`src/rtl/distance_argmin_pipe_if.sv`:
```
`default_nettype none
// ============================================================================
// distance_argmin_pipe_if : sample-in / result-out handshake bundle for the
// pipelined argmin. Revision: 1.0
// ============================================================================
interface distance_argmin_pipe_if #(
  parameter int N_CORES = 16,
  parameter int DIST_W  = 11,
  parameter int TAG_W   = 8,
  parameter int IDX_W   = $clog2(N_CORES)
);
  logic                        in_valid;
  logic                        in_ready;
  logic [N_CORES*DIST_W-1:0]   in_dist;
  logic [N_CORES-1:0]          in_en;
  logic [TAG_W-1:0]            in_tag;
  logic                        out_valid;
  logic                        out_ready;
  logic [N_CORES-1:0]          out_onehot;
  logic [IDX_W-1:0]            out_idx;
  logic [DIST_W-1:0]           out_min;
  logic                        out_none;
  logic [TAG_W-1:0]            out_tag;

  modport master (
    output in_valid, in_dist, in_en, in_tag, out_ready,
    input  in_ready, out_valid, out_onehot, out_idx, out_min, out_none, out_tag
  );

  modport slave (
    input  in_valid, in_dist, in_en, in_tag, out_ready,
    output in_ready, out_valid, out_onehot, out_idx, out_min, out_none, out_tag
  );
endinterface
`default_nettype wire

```
`src/rtl/distance_argmin_pipe.sv`:
```
`default_nettype none
// ============================================================================
// distance_argmin_pipe : registered comparator tree picking the lowest-index
// nearest enabled core. Optional per-core hit counters: DISTANCE_ARGMIN_HIT_COUNT_EN.
// Revision: 1.0
// ============================================================================
module distance_argmin_pipe #(
  parameter int N_CORES = 16,
  parameter int DIST_W  = 11,
  parameter int TAG_W   = 8,
  parameter int IDX_W   = $clog2(N_CORES)
) (
  input  wire                   clk,
  input  wire                   rst_n,
`ifdef DISTANCE_ARGMIN_HIT_COUNT_EN
  input  wire                   clr_hits,
  output logic [N_CORES*16-1:0] hit_counts,
`endif
  distance_argmin_pipe_if.slave bus
);

  localparam int LEVELS = IDX_W;
  localparam int LEAVES = 1 << LEVELS;
  localparam int KEY_W  = DIST_W + 1;
  localparam logic [N_CORES-1:0] ONEHOT_LSB = {{(N_CORES-1){1'b0}}, 1'b1};

  // Heap-ordered tree: node n has children 2n and 2n+1; leaves are LEAVES..2*LEAVES-1.
  logic [KEY_W-1:0]  r_key [1:2*LEAVES-1];
  logic [IDX_W-1:0]  r_idx [1:LEAVES-1];
  logic [LEVELS:0]   r_vld;
  logic [TAG_W-1:0]  r_tag [0:LEVELS];

  logic [KEY_W-1:0]  w_leaf     [LEAVES];
  logic [KEY_W-1:0]  w_key      [1:LEAVES-1];
  logic [IDX_W-1:0]  w_idx      [1:LEAVES-1];
  logic [IDX_W-1:0]  w_node_idx [1:2*LEAVES-1];

  logic              r_out_valid;
  logic [N_CORES-1:0] r_out_onehot;
  logic [IDX_W-1:0]  r_out_idx;
  logic [DIST_W-1:0] r_out_min;
  logic              r_out_none;
  logic [TAG_W-1:0]  r_out_tag;

  logic              w_stall;
  logic              w_none;

  assign w_stall      = r_out_valid & ~bus.out_ready;
  assign bus.in_ready = ~w_stall;

  // Key {~en, dist}: any enabled core beats every disabled core and padding leaf.
  generate
    for (genvar i = 0; i < LEAVES; i++) begin : g_leaf
      if (i < N_CORES) begin : g_core
        assign w_leaf[i] = {~bus.in_en[i], bus.in_dist[i*DIST_W +: DIST_W]};
      end else begin : g_pad
        assign w_leaf[i] = '1;
      end
    end
  endgenerate

  always_comb begin
    for (int n = 1; n < LEAVES; n++) begin
      w_node_idx[n] = r_idx[n];
    end
    for (int n = LEAVES; n < 2*LEAVES; n++) begin
      w_node_idx[n] = IDX_W'(n - LEAVES);
    end
    // Left child holds the lower indices, so it wins ties.
    for (int n = 1; n < LEAVES; n++) begin
      if (r_key[2*n] <= r_key[2*n+1]) begin
        w_key[n] = r_key[2*n];
        w_idx[n] = w_node_idx[2*n];
      end else begin
        w_key[n] = r_key[2*n+1];
        w_idx[n] = w_node_idx[2*n+1];
      end
    end
  end

  always_ff @(posedge clk or negedge rst_n) begin
    if (!rst_n) begin
      r_vld <= '0;
      for (int n = 1; n < 2*LEAVES; n++) r_key[n] <= '0;
      for (int n = 1; n < LEAVES; n++)   r_idx[n] <= '0;
      for (int l = 0; l <= LEVELS; l++)  r_tag[l] <= '0;
    end else if (!w_stall) begin
      r_vld[0] <= bus.in_valid;
      r_tag[0] <= bus.in_tag;
      for (int i = 0; i < LEAVES; i++) r_key[LEAVES+i] <= w_leaf[i];
      for (int n = 1; n < LEAVES; n++) begin
        r_key[n] <= w_key[n];
        r_idx[n] <= w_idx[n];
      end
      for (int l = 1; l <= LEVELS; l++) begin
        r_vld[l] <= r_vld[l-1];
        r_tag[l] <= r_tag[l-1];
      end
    end
  end

  // Root key MSB set means even the best candidate was disabled.
  assign w_none = r_key[1][KEY_W-1];

  always_ff @(posedge clk or negedge rst_n) begin
    if (!rst_n) begin
      r_out_valid  <= 1'b0;
      r_out_onehot <= '0;
      r_out_idx    <= '0;
      r_out_min    <= '0;
      r_out_none   <= 1'b0;
      r_out_tag    <= '0;
    end else if (!w_stall) begin
      r_out_valid  <= r_vld[LEVELS];
      r_out_tag    <= r_tag[LEVELS];
      r_out_none   <= w_none;
      r_out_idx    <= w_none ? '0 : r_idx[1];
      r_out_min    <= w_none ? '1 : r_key[1][DIST_W-1:0];
      r_out_onehot <= w_none ? '0 : (ONEHOT_LSB << r_idx[1]);
    end
  end

  assign bus.out_valid  = r_out_valid;
  assign bus.out_onehot = r_out_onehot;
  assign bus.out_idx    = r_out_idx;
  assign bus.out_min    = r_out_min;
  assign bus.out_none   = r_out_none;
  assign bus.out_tag    = r_out_tag;

`ifdef DISTANCE_ARGMIN_HIT_COUNT_EN
  logic w_take;
  assign w_take = r_out_valid & bus.out_ready & ~r_out_none;

  generate
    for (genvar i = 0; i < N_CORES; i++) begin : g_hit
      logic [15:0] r_cnt;
      always_ff @(posedge clk or negedge rst_n) begin
        if (!rst_n) begin
          r_cnt <= '0;
        end else if (clr_hits) begin
          r_cnt <= '0;
        end else if (w_take && (r_out_idx == IDX_W'(i)) && (r_cnt != 16'hFFFF)) begin
          r_cnt <= r_cnt + 16'd1;
        end
      end
      assign hit_counts[i*16 +: 16] = r_cnt;
    end
  endgenerate
`endif

endmodule
`default_nettype wire

```
`src/flat_wrapper.sv`:
```
// flat-port wrapper written by rule: the top's interface ports become plain ports
module distance_argmin_pipe_flat 
#(
  parameter int N_CORES = 16,
  parameter int DIST_W  = 11,
  parameter int TAG_W   = 8,
  parameter int IDX_W   = $clog2(N_CORES)
)
  (clk, rst_n, bus_in_valid, bus_in_dist, bus_in_en, bus_in_tag, bus_out_ready, bus_in_ready, bus_out_valid, bus_out_onehot, bus_out_idx, bus_out_min, bus_out_none, bus_out_tag);
  distance_argmin_pipe_if #(.N_CORES(N_CORES), .DIST_W(DIST_W), .TAG_W(TAG_W), .IDX_W(IDX_W)) bus_i ();
  input  wire clk;
  input  wire rst_n;
  input wire logic [$bits(bus_i.in_valid)-1:0] bus_in_valid;
  input wire logic [$bits(bus_i.in_dist)-1:0] bus_in_dist;
  input wire logic [$bits(bus_i.in_en)-1:0] bus_in_en;
  input wire logic [$bits(bus_i.in_tag)-1:0] bus_in_tag;
  input wire logic [$bits(bus_i.out_ready)-1:0] bus_out_ready;
  output wire logic [$bits(bus_i.in_ready)-1:0] bus_in_ready;
  output wire logic [$bits(bus_i.out_valid)-1:0] bus_out_valid;
  output wire logic [$bits(bus_i.out_onehot)-1:0] bus_out_onehot;
  output wire logic [$bits(bus_i.out_idx)-1:0] bus_out_idx;
  output wire logic [$bits(bus_i.out_min)-1:0] bus_out_min;
  output wire logic [$bits(bus_i.out_none)-1:0] bus_out_none;
  output wire logic [$bits(bus_i.out_tag)-1:0] bus_out_tag;
  assign bus_i.in_valid = bus_in_valid;
  assign bus_i.in_dist = bus_in_dist;
  assign bus_i.in_en = bus_in_en;
  assign bus_i.in_tag = bus_in_tag;
  assign bus_i.out_ready = bus_out_ready;
  assign bus_in_ready = bus_i.in_ready;
  assign bus_out_valid = bus_i.out_valid;
  assign bus_out_onehot = bus_i.out_onehot;
  assign bus_out_idx = bus_i.out_idx;
  assign bus_out_min = bus_i.out_min;
  assign bus_out_none = bus_i.out_none;
  assign bus_out_tag = bus_i.out_tag;
  distance_argmin_pipe #(.N_CORES(N_CORES), .DIST_W(DIST_W), .TAG_W(TAG_W), .IDX_W(IDX_W)) u_core (.clk(clk), .rst_n(rst_n), .bus(bus_i));
endmodule
```
`config.mk`:
```
export PLATFORM = sky130hd
export DESIGN_NAME = distance_argmin_pipe_flat
export DESIGN_NICKNAME = d
export VERILOG_FILES = /design/src/rtl/distance_argmin_pipe_if.sv /design/src/rtl/distance_argmin_pipe.sv /design/src/flat_wrapper.sv
export SDC_FILE = /design/constraint.sdc
export NUM_CORES = 1
export LEC_CHECK = 0
export CORE_MARGIN = 2
export CORE_UTILIZATION = 50
export DETAILED_ROUTE_END_ITERATION = 8
export PLACE_DENSITY = 0.82
export REMOVE_ABC_BUFFERS = 1
export SYNTH_ARGS = -nofsm -noshare
export SYNTH_HDL_FRONTEND = slang
export SYNTH_SLANG_ARGS = --single-unit
```
`constraint.sdc`:
```
create_clock -name clk -period 2.2 [get_ports clk]
set_clock_uncertainty 0.15 [all_clocks]
set_input_delay 0.33 -clock clk [delete_from_list [all_inputs] [get_ports clk]]
set_output_delay 0.33 -clock clk [all_outputs]
set_load 0.03 [all_outputs]
```
==> key figures, run 1 <==
Drt
  • Initial DRC Count: 2397
  • Routed wire length: 80.5 mm
  • DRC violations left: 6
  • Vias per std cell: 5.94
  • First-pass DRT Iterations: 9
  • DR WL/cell: 21.5 µm
  • Vias: 22300
  • Routed Antenna Nets: 0

Placement
  • Post-DP HPWL: 48.1 mm
  • DP Area: 0.0298 mm²
  • Buffers on Ports: 245
  • Setup WS pre-CTS: -0.338 ns
  • Routability cong.: 0.989

STA
  • Maximum clock rate: 0.397 GHz
  • Hold Worst Slack: 0.103 ns
  • Final period utilization: 1.14
  • Worst relative slew slack: 0.612
  • Actual slew at the worst max-slew pin: 0.582 ns
  • Max Slew Vio Count: 0
  • RSZ-0062 raised after global routing: yes
  • Setup Viol. Count Final: 186
  • Setup TNS: -32.86 ns
  • Min cycle time layout: 2.52 ns
  • Hold Violations, Final: 0
  • Setup ws final: -0.318 ns

Yosys
  • Synth Cell Area: 0.0236 mm²
  • Share of the synthesized area in the top cell type: 0.519
  • Synth area leaders: dfrtp_1 (52%), nand2_1 (9.7%), ha_1 (9.6%)
  • Asr flop ratio synth: 1.00
  • Synth Flop Type: dfrtp_1
  • Area leader, netlist: dfrtp_1
  • Number of synthesized flops with an enable pin: 0
  • Synth top cells by count: nand2_1 (606), dfrtp_1 (489), inv_1 (262)
  • Post-synthesis cell count: 2392
  • Top-count cell post-synth: nand2_1
  • Synth warnings: 0
  • Synth unique cells: 44
  • Seq/Total Area, Yosys: 0.519
  • Syn avg cell area: 9.85 µm²
  • Seq cells post-synth: 489

Die
  • Area of the core: 0.0466 mm²
  • IO Pins: 246
  • Die ar.: 0.0489 mm²
  • Starting Density: 0.506
  • Die height: 221 µm
  • Cell Rows: 79
  • Die Width: 221 µm

Critical path
  • WP data required: 2.52 ns
  • Critical Path AT: 2.83 ns
  • Crit end category: register
  • Kind of critical path: reg -> reg
  • CP max FO: 7
  • Crit start category: register

CTS
  • Worst-Skew Late Latency: 0.60 ns
  • H-Tree Depth: 2
  • Reg clk slew, reported paths: 0.06 ns
  • Clock Tree Root: clkbuf_16
  • CTS buffer count: 51
  • CTS tree: yes
  • CTS sink cnt: 489
  • Clock tree buffer depth: 3

Layout
  • Share of layout cells above drive strength 1: 0.295
  • P&R area growth vs syn: 47.3%
  • Post-route design area: 0.0347 mm²
  • Ant diodes: 0
  • Layout net count: 3492

Job
  • Max Cap Viol: 0

Global routing
  • Initial antenna violation count: 0
  • GR Util All Layers: 0.296
  • Grt ovf: 0
  • Largest net degree at the start of global routing: 93
  • Global-route wire length before repair: 118 mm
  • Vias in the first global route: 22600

Power and ir drop
  • Switch Pwr: 22.5 mW
  • Seq pwr share: 0.272
  • VDD IR-drop max: 0.785 mV
  • Internal power: 34.1 mW
  • Leak Pwr: 16.6 nW
  • PD cells: 1630 mW/mm²
  • Sw frac: 0.397
  • Comb power frac: 0.572
  • Clock share of power: 0.156

Outcome
  • Status: finished, violations left
  • Failing checks: DRC, setup timing

Worst hold path
  • Hold/Removal Path Class: in -> async
path summary, 6_finish.rpt:
| check | start | to | slack [ns] | cells past startpoint |
|---|---|---|---|---|
| worst max-delay path | u_core.r_key[265] | u_core.r_key[334] | -0.32 | 7 |
| worst min-delay path | rst_n | u_core.r_tag[39] | 0.10 | 2 |
| worst max register to register | u_core.r_key[265] | u_core.r_key[334] | -0.32 | 7 |
| worst min register to register | u_core.r_idx[2] | u_core.r_idx[2] | 0.31 | 1 |
| max in group asynchronous | rst_n | u_core.r_key[329] | 0.91 | 3 |
| min in group clk | bus_in_dist[29] | u_core.r_key[163] | 0.11 | 3 |
sequential cells by signal, indices dropped and copies added (netlist names):
signal / flops
u_core.r_vld: 5
u_core.r_key: 372
u_core.r_idx: 31
u_core.bus.out_valid: 1
u_core.bus.out_tag: 8
u_core.r_tag: 40
u_core.bus.out_none: 1
u_core.bus.out_onehot: 16
u_core.bus.out_idx: 4
u_core.bus.out_min: 11
placed cells by master, fill, tap and decap left out, drive strengths merged, types with 2 or more instances in the layout:
master,synthesis,layout
a221o,13,13
o21ai,174,174
nor2b,8,8
a22o,7,7
nor2,51,51
clkinvlp,0,2
nand4,16,16
clkinv,0,4
a32o,5,5
dfrtp,489,489
clkdlybuf4s50,0,242
nor3,6,6
inv,262,262
bufinv,0,3
nor4,14,14
a211o,4,4
a21o,18,21
or3,8,9
nand3,11,11
o311a,1,2
clkbuf,75,79
a222oi,49,49
buf,49,535
nand3b,3,3
nand2,606,606
nand2b,76,76
o221a,128,128
and3,17,17
ha,180,180
o31ai,2,2
a221oi,22,22
a211oi,5,5
a41o,4,6
a311oi,4,4
a21oi,77,77
o211ai,5,5
power groups by stage:
stage / sequential (mW) / clock (mW) / combinational (mW)
floorplan: 13.4 / 0 / 9.05
global placement: 14.8 / 0 / 21.9
detailed placement: 15.0 / 0 / 23.1
CTS: 15.0 / 8.85 / 27.6
global route: 15.6 / 9.28 / 34.4
finish: 15.4 / 8.82 / 32.4
per-stage QoR:
stage	power (mW)	utilization	std cells
after detailed placement	38.1	0.639	3547
after global routing	59.3	0.746	3749
after global placement	36.7	0.639	3547
final	56.6	0.746	3749
after CTS	51.4	0.717	3695
after floorplan	22.4	-	2268
layer usage:
metal / GRT usage / part of all wire
met1: 0.376 / 0.38
met2: 0.508 / 0.49
met3: 0.0445 / 0.078
met4: 0.120 / 0.052
met5: 0 / 0
final cells by class:
class	count	area, µm²
Sequential cell	489	12200
Multi-Input combinational cell	1524	12100
Fill cell	2770	11800
Timing Repair Buffer	780	6920
Clock buffer	78	1550
Inverter	262	991
Tap cell	607	759
Clock inverter	9	129
cell families (layout without fill, tap and decap cells):
kind of cell | count (synthesis) | in the layout | share of synthesized area
and+or+nand+nor | 818 | 819 | 0.149
AOI/OAI and AO/OA | 519 | 525 | 0.171
buffers and inverters | 386 | 1129 | 0.0649
adders and majority gates | 180 | 180 | 0.0956
DFF | 489 | 489 | 0.519
timing repair:
item	in CTS	in global routing
resized for setup	228	169
endpoints found under the hold margin	247	0
pin swaps	87	110
setup buffers	49	50
hold buffers	1	0
setup endpoints to repair	207	255
cloned	12	4
worst max-delay path: stages (launching register included):
cell and delay, ns:
dfrtp_1 0.39, inv_2 0.12, ha_4 0.23, and3_4 0.19
a221o_1 0.33, a221o_1 0.41, a21o_4 0.28, o221a_1 0.30
No activity file was read; power rests on OpenSTA's default activity.
==> inputs of run 2 (changes only) <==
--- a/config.mk
+++ b/config.mk
@@ -6,9 +6,9 @@
 export NUM_CORES = 1
 export LEC_CHECK = 0
 export CORE_MARGIN = 2
-export CORE_UTILIZATION = 50
+export CORE_UTILIZATION = 52
 export DETAILED_ROUTE_END_ITERATION = 8
-export PLACE_DENSITY = 0.82
+export PLACE_DENSITY = 0.84
 export REMOVE_ABC_BUFFERS = 1
 export SYNTH_ARGS = -nofsm -noshare
 export SYNTH_HDL_FRONTEND = slang
==> key figures, run 2 (synthesized netlist as in run 1, its figures left out) <==
Layout
  • Register bank with the most flops: u_core.r_key
  • Ant diodes: 0 (unchanged)
  • Top Registers: u_core.r_key (372), u_core.r_tag (40), u_core.r_idx (31)
  • Commonest cells after routing, fill and taps aside: nand2_1 (582), dfrtp_1 (489), buf_4 (481), clkdlybuf4s50_1 (241), inv_1 (223)
  • Filler cell count: 2548 (-8.0%)
  • P&R area growth vs syn: 47.4% (about the same)
  • Leading cell type in the layout, fill and taps excluded: nand2_1
  • Share of layout cells above drive strength 1: 0.294 (-0.00124)
  • Max reg flops: 372 (unchanged)
  • Layout net count: 3489 (-0.086%)

STA
  • Maximum clock rate: 0.372 GHz (-6.3%)
  • RSZ-0062 raised after global routing: yes
  • Hold Worst Slack: 0.0879 ns (-0.0153 ns)
  • Max Slew Vio Count: 0 (unchanged)
  • Setup ws final: -0.488 ns (-0.170 ns)
  • Actual slew at the worst max-slew pin: 0.564 ns (-0.0181 ns)
  • Worst relative slew slack: 0.624 (+0.0121)
  • Min cycle time layout: 2.69 ns (+0.170 ns)
  • Hold Violations, Final: 0 (unchanged)
  • Setup Viol. Count Final: 199 (+7.0%)
  • Final period utilization: 1.22 (+0.0772)

Critical path
  • WP data required: 2.53 ns (about the same)
  • Kind of critical path: reg -> reg
  • FF-to-FF Start: u_core.r_key[267]
  • Most used cell, CP: a221o_1
  • Worst path top cell family by delay: compound AO/OA/AOI/OAI gates
  • Critical Path Start: u_core.r_key[267]
  • Crit start category: register
  • Buf/Inv on CP: 2 (+1)
  • Max incr delay on CP: 0.41 ns (about the same)
  • Crit end category: register
  • Critical Path AT: 3.01 ns (+0.18 ns)
  • CP max FO: 6 (-1)
  • Slowest CP cell: a221o_1
  • Cell Chain, Critical Path: inv_1, ha_1, and3_4, a221o_1, a221o_1, buf_4, a21o_4, o221a_1

Drt
  • DRC violations left: 13 (+7)
  • Vias: 22700 (+1.9%)
  • Post-Route M1 WL: 31.0 mm (+1.9%)
  • Metal2 WL: 40.6 mm (+2.7%)
  • DR WL/cell: 22.5 µm (+4.7%)
  • Top layer in use: met4
  • Vias per std cell: 6.07 (+2.3%)
  • First-pass DRT Iterations: 9 (unchanged)
  • Routed Antenna Nets: 0 (unchanged)
  • Met3 wire len: 7.48 mm (+19%)
  • Initial DRC Count: 2937 (+23%)
  • Routed wire length: 84.1 mm (+4.4%)

Die
  • Area of the core: 0.0445 mm² (-4.4%)
  • Die height: 217 µm (-1.9%)
  • Starting Density: 0.529 (+0.0233)
  • IO Pins: 246 (unchanged)
  • Die Width: 217 µm (-1.9%)
  • Die ar.: 0.0470 mm² (-3.8%)
  • Cell Rows: 77 (-2.5%)

Global routing
  • Vias in the first global route: 23000 (+1.8%)
  • Largest net degree at the start of global routing: 65 (-30%)
  • Global-route wire length before repair: 120 mm (+2.0%)
  • Grt ovf: 0 (unchanged)
  • Initial antenna violation count: 0 (unchanged)
  • GR Util All Layers: 0.320 (+0.0238)

Placement
  • Routability cong.: 0.947 (-4.2%)
  • Buffers on Ports: 245 (unchanged)
  • Post-DP HPWL: 47.9 mm (-0.48%)

Power and ir drop
  • Leak Pwr: 16.7 nW (+0.17%)
  • PD cells: 1660 mW/mm² (+1.7%)
  • VDD IR-drop max: 0.843 mV (+7.4%)
  • Tot Pwr: 57.7 mW (+1.8%)

Job
  • Max Cap Viol: 0 (unchanged)

CTS
  • Clock Tree Root: clkbuf_16
  • Clock tree buffer depth: 3 (unchanged)
  • CTS buffer count: 51 (unchanged)
  • Reg clk slew, reported paths: 0.06 ns (about the same)
  • CTS tree: yes
  • H-Tree Depth: 2 (unchanged)
  • CTS sink cnt: 489 (unchanged)
  • Worst-Skew Late Latency: 0.61 ns (about the same)

Worst hold path
  • Hold/Removal Path Class: in -> async

Outcome
  • Status: finished, violations left
  • Failing checks: DRC, setup timing
## run 2: metrics by stage
stage / cells / util / TNS [ns] / setup slack, ns / instance area, µm²
6_report: 3737 / 0.780 / -38.37 / -0.488 / 34700
5_1_grt: 3737 / 0.780 / -48.39 / -0.512 / 34700
4_1_cts: 3673 / 0.749 / -13.45 / -0.153 / 33400
3_5_place_dp: 3521 / 0.664 / -36.17 / -0.354 / 29600
3_3_place_gp: 3521 / 0.664 / -22.75 / -0.271 / 29600
2_1_floorplan: 2268 / - / - / -32.12 / 23000
## run 2: area by class of cell
cell class | instances | area, µm² | area share
tap | 592 | 741 | 0.0213
inverter | 262 | 1010 | 0.0291
timing repair buffer | 777 | 6860 | 0.198
sequential | 489 | 12200 | 0.352
clock inverter | 13 | 169 | 0.00486
clock buffer | 80 | 1560 | 0.0449
multi-input combinational | 1523 | 12100 | 0.350
timing repair inverter | 1 | 11.3 | 0.000324
## run 2: routing by layer
metal / vias to the layer above / GRT usage
li1: 9705 / -
met1: 11000 / 0.399
met2: 1521 / 0.547
met3: 445 / 0.0527
met4: 0 / 0.147
met5: - / 0
## run 2: power breakdown
part           switching, mW  total (mW)  internal, mW
clock                   3.74        9.05          5.31
sequential              2.77        15.4          12.6
combinational           16.8        33.2          16.4
total                   23.3        57.7          34.4
## run 2: path summary, 6_finish.rpt
path	cells after the start	slack (ns)	to
min	2	0.09	u_core.bus.out_tag[4]
min in group clk	3	0.11	u_core.r_tag[36]
max reg2reg	8	-0.49	u_core.r_key[331]
max	8	-0.49	u_core.r_key[331]
min reg2reg	2	0.32	u_core.r_tag[27]
max in group asynchronous	3	1.05	u_core.bus.out_onehot[1]
## run 2: what timing repair did
action / CTS / global route
pin swaps: 99 / 78
gates resized for setup: 253 / 154
setup endpoints to repair: 178 / 205
hold endpoints to repair: 489 / 0
setup buffers: 47 / 57
gates cloned: 13 / 7
hold buffers: 1 / 0
